File: src/rtl/dff_wr_arbiter.sv
// Round-robin write arbiter sharing one WIDTH-bit register among NREQ requesters, with a
// post-reset hold period. Optional grant lock is enabled by defining DFF_ARB_LOCK_EN.
module dff_wr_arbiter #(
  parameter int unsigned NREQ        = 4,
  parameter int unsigned WIDTH       = 8,
  parameter int unsigned HOLD_CYCLES = 10
) (
  input  logic                    clk,
  input  logic                    rst,
  input  logic [NREQ-1:0]         req,
  input  logic [NREQ*WIDTH-1:0]   din,
  input  logic [NREQ-1:0]         lock,
  output logic [NREQ-1:0]         gnt,
  output logic                    dff_en,
  output logic [WIDTH-1:0]        dff_d,
  output logic                    ready
);

  localparam int unsigned PW = $clog2(NREQ);
  localparam int unsigned CW = $clog2(HOLD_CYCLES + 2);

  localparam logic [1:0] StHold  = 2'd0;
  localparam logic [1:0] StIdle  = 2'd1;
  localparam logic [1:0] StGrant = 2'd2;

  logic [1:0]       state_q, state_d;
  logic [CW-1:0]    cnt_q, cnt_d;
  logic [PW-1:0]    ptr_q, ptr_d;
  logic [PW-1:0]    win_q, win_d;
  logic [NREQ-1:0]  gnt_d;
  logic             en_d;
  logic [WIDTH-1:0] dd_d;

  logic             arb_valid;
  logic [PW-1:0]    arb_idx;
  logic [PW-1:0]    ptr_inc;

  // First set request at or above ptr, wrapping back to 0.
  always_comb begin
    int unsigned idx;
    arb_valid = 1'b0;
    arb_idx   = '0;
    idx       = 0;
    for (int unsigned o = 0; o < NREQ; o++) begin
      idx = 32'(ptr_q) + o;
      if (idx >= NREQ) idx = idx - NREQ;
      if (!arb_valid && req[PW'(idx)]) begin
        arb_valid = 1'b1;
        arb_idx   = PW'(idx);
      end
    end
  end

  assign ptr_inc = (arb_idx == PW'(NREQ - 1)) ? '0 : arb_idx + PW'(1);

  always_comb begin
    state_d = state_q;
    cnt_d   = cnt_q;
    ptr_d   = ptr_q;
    win_d   = win_q;
    gnt_d   = gnt;
    en_d    = dff_en;
    dd_d    = dff_d;
    unique case (state_q)
      StHold: begin
        if (cnt_q == '0) state_d = StIdle;
        else             cnt_d   = cnt_q - CW'(1);
      end
      StIdle: begin
        if (arb_valid) begin
          state_d        = StGrant;
          gnt_d          = '0;
          gnt_d[arb_idx] = 1'b1;
          en_d           = 1'b1;
          dd_d           = din[arb_idx*WIDTH +: WIDTH];
          ptr_d          = ptr_inc;
          win_d          = arb_idx;
        end
      end
      StGrant: begin
`ifdef DFF_ARB_LOCK_EN
        // Locked owner keeps the register; ptr stays where the original grant left it.
        if (lock[win_q] && req[win_q]) begin
          dd_d = din[win_q*WIDTH +: WIDTH];
        end else begin
          state_d = StIdle;
          gnt_d   = '0;
          en_d    = 1'b0;
        end
`else
        state_d = StIdle;
        gnt_d   = '0;
        en_d    = 1'b0;
`endif
      end
      default: state_d = StHold;
    endcase
  end

`ifndef DFF_ARB_LOCK_EN
  logic unused_lock;
  assign unused_lock = ^lock;
`endif

  always_ff @(posedge clk or negedge rst) begin
    if (!rst) begin
      state_q <= StHold;
      cnt_q   <= CW'(HOLD_CYCLES);
      ptr_q   <= '0;
      win_q   <= '0;
      gnt     <= '0;
      dff_en  <= 1'b0;
      dff_d   <= '0;
    end else begin
      state_q <= state_d;
      cnt_q   <= cnt_d;
      ptr_q   <= ptr_d;
      win_q   <= win_d;
      gnt     <= gnt_d;
      dff_en  <= en_d;
      dff_d   <= dd_d;
    end
  end

  assign ready = (state_q != StHold);

endmodule

File: config.mk
export PLATFORM = sky130hd
export DESIGN_NAME = dff_wr_arbiter
export DESIGN_NICKNAME = d
export VERILOG_FILES = /design/src/rtl/dff_wr_arbiter.sv
export SDC_FILE = /design/constraint.sdc
export NUM_CORES = 1
export LEC_CHECK = 0
export BUFFER_PORTS_ARGS = -buffer_cell sky130_fd_sc_hd__buf_2
export CAP_MARGIN = 30
export CORE_MARGIN = 2
export CORE_UTILIZATION = 35
export CTS_CLUSTER_SIZE = 14
export DETAILED_ROUTE_END_ITERATION = 10
export SYNTH_ARGS = -nofsm -noshare
export SYNTH_HDL_FRONTEND = slang
export SYNTH_SLANG_ARGS = --single-unit
File: constraint.sdc
create_clock -name clk -period 3.16 [get_ports clk]
set_input_delay 0.316 -clock clk [delete_from_list [all_inputs] [get_ports clk]]
set_output_delay 0.316 -clock clk [all_outputs]
set_load 0.03 [all_outputs]
Word level (Yosys, flattened, before mapping)
Cells that the tools add are included.
{"block": "word_totals", "in_bits": 42, "out_inout_bits": 14, "regBits": 21, "wordCells": 77}
{"block": "op_classes", "bitwise": 1, "n_reduce_logical": 15, "eq_ne": 5, "addsub": 9, "n_shift": 1, "magnitude_cmp": 10, "muxes": 30}
{"op": "indexed part select 32 x 6 -> 8 bit", "count": 1}
{"op": "two-way mux 2 bit", "count": 11}
{"op": "less-than comparator 2 x 3 -> 1 bit, second input constant", "count": 5}
{"op": "two-way mux 1 bit", "count": 10}
{"op": "greater-or-equal comparator 3 bit, second input constant", "count": 3}
{"op": "binary-select mux 1 bit (select 2 bit)", "count": 4}
{"op": "case mux 4 bit (2 select lines)", "count": 1}
{"op": "AND reduction 2 bit", "count": 4}
{"op": "subtractor 2 x 1 -> 2 bit, second input constant", "count": 4}
{"op": "adder 2 x 2 -> 3 bit, second input constant", "count": 2}
{"op": "case mux 2 bit (3 select lines)", "count": 1}
{"op": "equality test 2 bit, second input constant", "count": 2}
{"op": "logical AND 1 bit", "count": 4}
{"op": "zero test 4 bit", "count": 1}
{"op": "two-way mux 4 bit", "count": 1}
{"op": "!= test 2 bit, second input constant", "count": 2}
{"op": "nonzero test 2 bit", "count": 2}
{"op": "subtractor 4 x 1 -> 4 bit, second input constant", "count": 1}
{"op": "adder 2 x 1 -> 3 bit, second input constant", "count": 1}
{"op": "greater-or-equal comparator 2 x 3 -> 1 bit, second input constant", "count": 1}
{"op": "zero test 1 bit", "count": 3}
{"op": "adder 2 x 1 -> 2 bit, second input constant", "count": 1}
{"op": "demux 1 bit (select 2 bit)", "count": 1}
{"op": "equality test 2 x 1 -> 1 bit, second input constant", "count": 1}
{"op": "4 further kinds", "count": 4}

Depth between registers and ports, before layout
{"block": "logic_depth", "ltp_word": 20, "mapped_depth": 7, "mapped_depth_nobuf": 5}

Worst setup path before layout
No wires, ideal clock.
{"block": "synth_timing", "path_kind": "register -> register", "start": "register ptr_q[0]", "end": "register dff_d[2]", "path_stages_with_launch": 5, "period_less_slack_ps": 1589, "n_path_buf": 0, "arrival_time_ps": 1449, "slack_ps": 1571, "required_ps": 3020, "setup_ps": 140, "path_cell_list": "dfrtp_1 -> o32a_2 -> and2_4 -> a2111oi_0 -> a211oi_1"}
{"block": "synth_via", "elab_chain_len": 15, "elab_cells_between_ends": 39, "classes_between": "add/sub: 7; order compare: 4; shift: 1; mux: 20; reduce/logical: 7"}
{"item": "start, declared", "line": "28", "rtl": "logic [PW-1:0] ptr_q, ptr_d;"}
{"item": "start signal, assigned", "line": "117", "rtl": "ptr_q <= ptr_d;"}
{"item": "parallel branches: the longest is 15 deep, another holds adder 2 x 1 -> 3 bit"}
{"item": "end signal, assigned", "line": "113", "rtl": "dff_d <= '0;"}
{"item": "end signal, assigned", "line": "121", "rtl": "dff_d <= dd_d;"}
{"item": "end, declared", "line": "15", "rtl": "output logic [WIDTH-1:0] dff_d,"}
Parallel ways; which one is timed is not known. The select of a mux whose other input is x is not followed.
A chain may end at the register's enable or synchronous reset.

Worst setup path in the final report
{"block": "layout_timing", "start": "register ptr_q[1]", "end": "register dff_d[7]"}
Same word-level chain as after synthesis.

==> impl_metrics.env <==
export IMPL_status="finished, final reports clean"
export IMPL_layout_common_cells="51 x buf_2, 19 x dfrtp_1, 12 x nor2_1"
export IMPL_tritoncts="built"
export IMPL_ys_seq_elements=21
export IMPL_antenna_found_initial=0
export IMPL_cts_resized=0
export IMPL_detail_route_iter0_violations=13
export IMPL_yosys_warnings=0
export IMPL_avgViaCountPerCell=5.13
export IMPL_finalSetupViolations=0
export IMPL_finalSetupTns_ps=0
export IMPL_first_global_vias=1106
export IMPL_ys_seq_area_frac=0.435
export IMPL_synthTopCellsByArea="dfrtp_1 39%, mux2i_1 7.4%, a2111oi_0 5.8%"
export IMPL_fin_total_pwr_w=0.00131
export IMPL_post_drt_wl_per_cell_um=12.9
export IMPL_clkSinkCount=21
export IMPL_end_kind="flip-flop"
export IMPL_post_route_util=0.457
export IMPL_die_w_um=62.9
export IMPL_core_area_mm2=0.00334
export IMPL_critPathKind="reg2reg"
export IMPL_row_count=21
export IMPL_postCtsHoldBufs=1
export IMPL_power_density_mw_per_mm2=858
export IMPL_syn_to_final_growth_pct=25.8
export IMPL_postRouteAntennaNets=0
export IMPL_io_pins=56
export IMPL_max_freq_mhz=490
export IMPL_ys_types=33
export IMPL_hpwl_mm=2.23
export IMPL_max_cap_viol_count=0
export IMPL_crit_required_ps=3330
export IMPL_start_util=0.364
export IMPL_final_common_cell="buf_2"
export IMPL_worst_skew_pair_late_latency_ps=290
export IMPL_avgSynthCellArea_um2=9.79
export IMPL_numCtsBuffers=3
export IMPL_synth_cells=124
export IMPL_place_congestion=0.733
export IMPL_hold_class="in2reg"
export IMPL_die_area_mm2=0.00395
export IMPL_drt_wl_total_mm=2.86
export IMPL_cts_buffer_depth=2
export IMPL_ir_drop_v=0.000354
export IMPL_fin_nets=219
export IMPL_relSlewSlack=0.682
export IMPL_slew_violations=0
export IMPL_grt_max_degree=22
export IMPL_synth_fp_nets=167
export IMPL_die_h_um=62.9
export IMPL_crit_fanout=17
export IMPL_start_kind="flip-flop"
export IMPL_skew_ps=2.38
export IMPL_synth_flop_cell="dfrtp_1"
export IMPL_syn_area_mm2=0.00121
export IMPL_drive_gt1_frac=0.366
export IMPL_clock_root_buffer="clkbuf_4"
export IMPL_clk_pin_slew_ps=120
export IMPL_synth_edf_count=0
export IMPL_drc=0
export IMPL_rsz0062_at_grt="no"
export IMPL_synth_top_area_share=0.392
export IMPL_synth_largest_area_cell="dfrtp_1"
export IMPL_numPortBuffers=51
export IMPL_period_minus_slack_ps=2040
export IMPL_worst_pin_slew_ps=465
export IMPL_hold_violations=0
export IMPL_cts_setup_buffers=0
export IMPL_cellLeakagePower_nw=0.727
export IMPL_grt_use_total=0.148
export IMPL_period_share=0.646
export IMPL_cts_htree_levels=1
export IMPL_async_flop_share=1.00
export IMPL_grt_pass1_wl_mm=4.72
export IMPL_n_antenna_cell=0
export IMPL_vias=1133
export IMPL_overflow=0
export IMPL_worstPathArrival_ps=2210
export IMPL_dr_pass1_iters=4
export IMPL_hold_ws_ps=332
==> power breakdown <==
part	switching, W	leakage, nW	internal, W
clock	0.0000787	0.0150	0.0000491
sequential	0.0000886	0.249	0.000374
combinational	0.000460	0.463	0.000261
total	0.000627	0.727	0.000683
==> sequential cells by signal, indices dropped and copies added (netlist names) <==
signal,count
dff_en,1
ptr_q,2
gnt,4
cnt_q,4
state_q,2
dff_d,8
==> critical path, cell delays in order, from the launching register on <==
cell and delay, ps:
dfrtp_1 460, a21boi_0 210, o32a_2 280, nand2_2 280
a2111oi_0 560, a211oi_1 110
==> layer usage <==
layer / vias up / share of wire / global-route usage
met3: 2 / 0.078 / 0.0378
met4: 0 / 0.0052 / 0.0500
met2: 40 / 0.49 / 0.263
met1: 530 / 0.43 / 0.170
li1: 561 / - / -
met5: - / 0 / 0
==> cells in the mapped netlist (3+ instances only) <==
library cell  count
a2111oi_0         8
a211oi_1          8
a21boi_0          3
a21oi_1           6
and3_1            6
dfrtp_1          19
inv_1             5
mux2i_1           9
nand2_1           9
nor2_1           12
o21ai_0           7
xnor2_1           3
==> cell type report <==
cell class	instances	area (µm²)
Timing Repair Buffer	53	273
Inverter	6	25.0
Sequential cell	21	528
Fill cell	342	1810
Multi-Input combinational cell	91	617
Clock buffer	4	26.3
Tap cell	46	57.6
==> logic make-up (layout without fill, tap and decap cells) <==
logic type	after synthesis	after routing	synth area share
flip-flops	21	21	0.435
XOR/XNOR	3	3	0.0217
buffers and inverters	12	63	0.0567
AND/OR/NAND/NOR	37	37	0.161
AO/OA/AOI/OAI	41	41	0.241
adder cells (fa/ha/maj)	1	1	0.0103
multiplexers	9	9	0.0742
==> worst paths after layout <==
path,from,cells past startpoint,slack [ps],endpoint
max,ptr_q[1],5,1120,dff_d[7]
min,din[12],3,330,dff_d[4]
max reg2reg,ptr_q[1],5,1120,dff_d[7]
min reg2reg,cnt_q[3],1,510,cnt_q[3]
max in group asynchronous,rst,2,2320,cnt_q[3]
min in group asynchronous,rst,2,490,cnt_q[2]
==> through the flow <==
| step | setup slack, ps | instance area, µm² | cells |
|---|---|---|---|
| after floorplan | 1570 | 1210 | 124 |
| after global placement | 1170 | 1490 | 216 |
| after detailed placement | 1070 | 1490 | 216 |
| after CTS | 1060 | 1530 | 221 |
| after global routing | 916 | 1530 | 221 |
| final | 1120 | 1530 | 221 |
No activity file was read; power rests on OpenSTA's default activity.
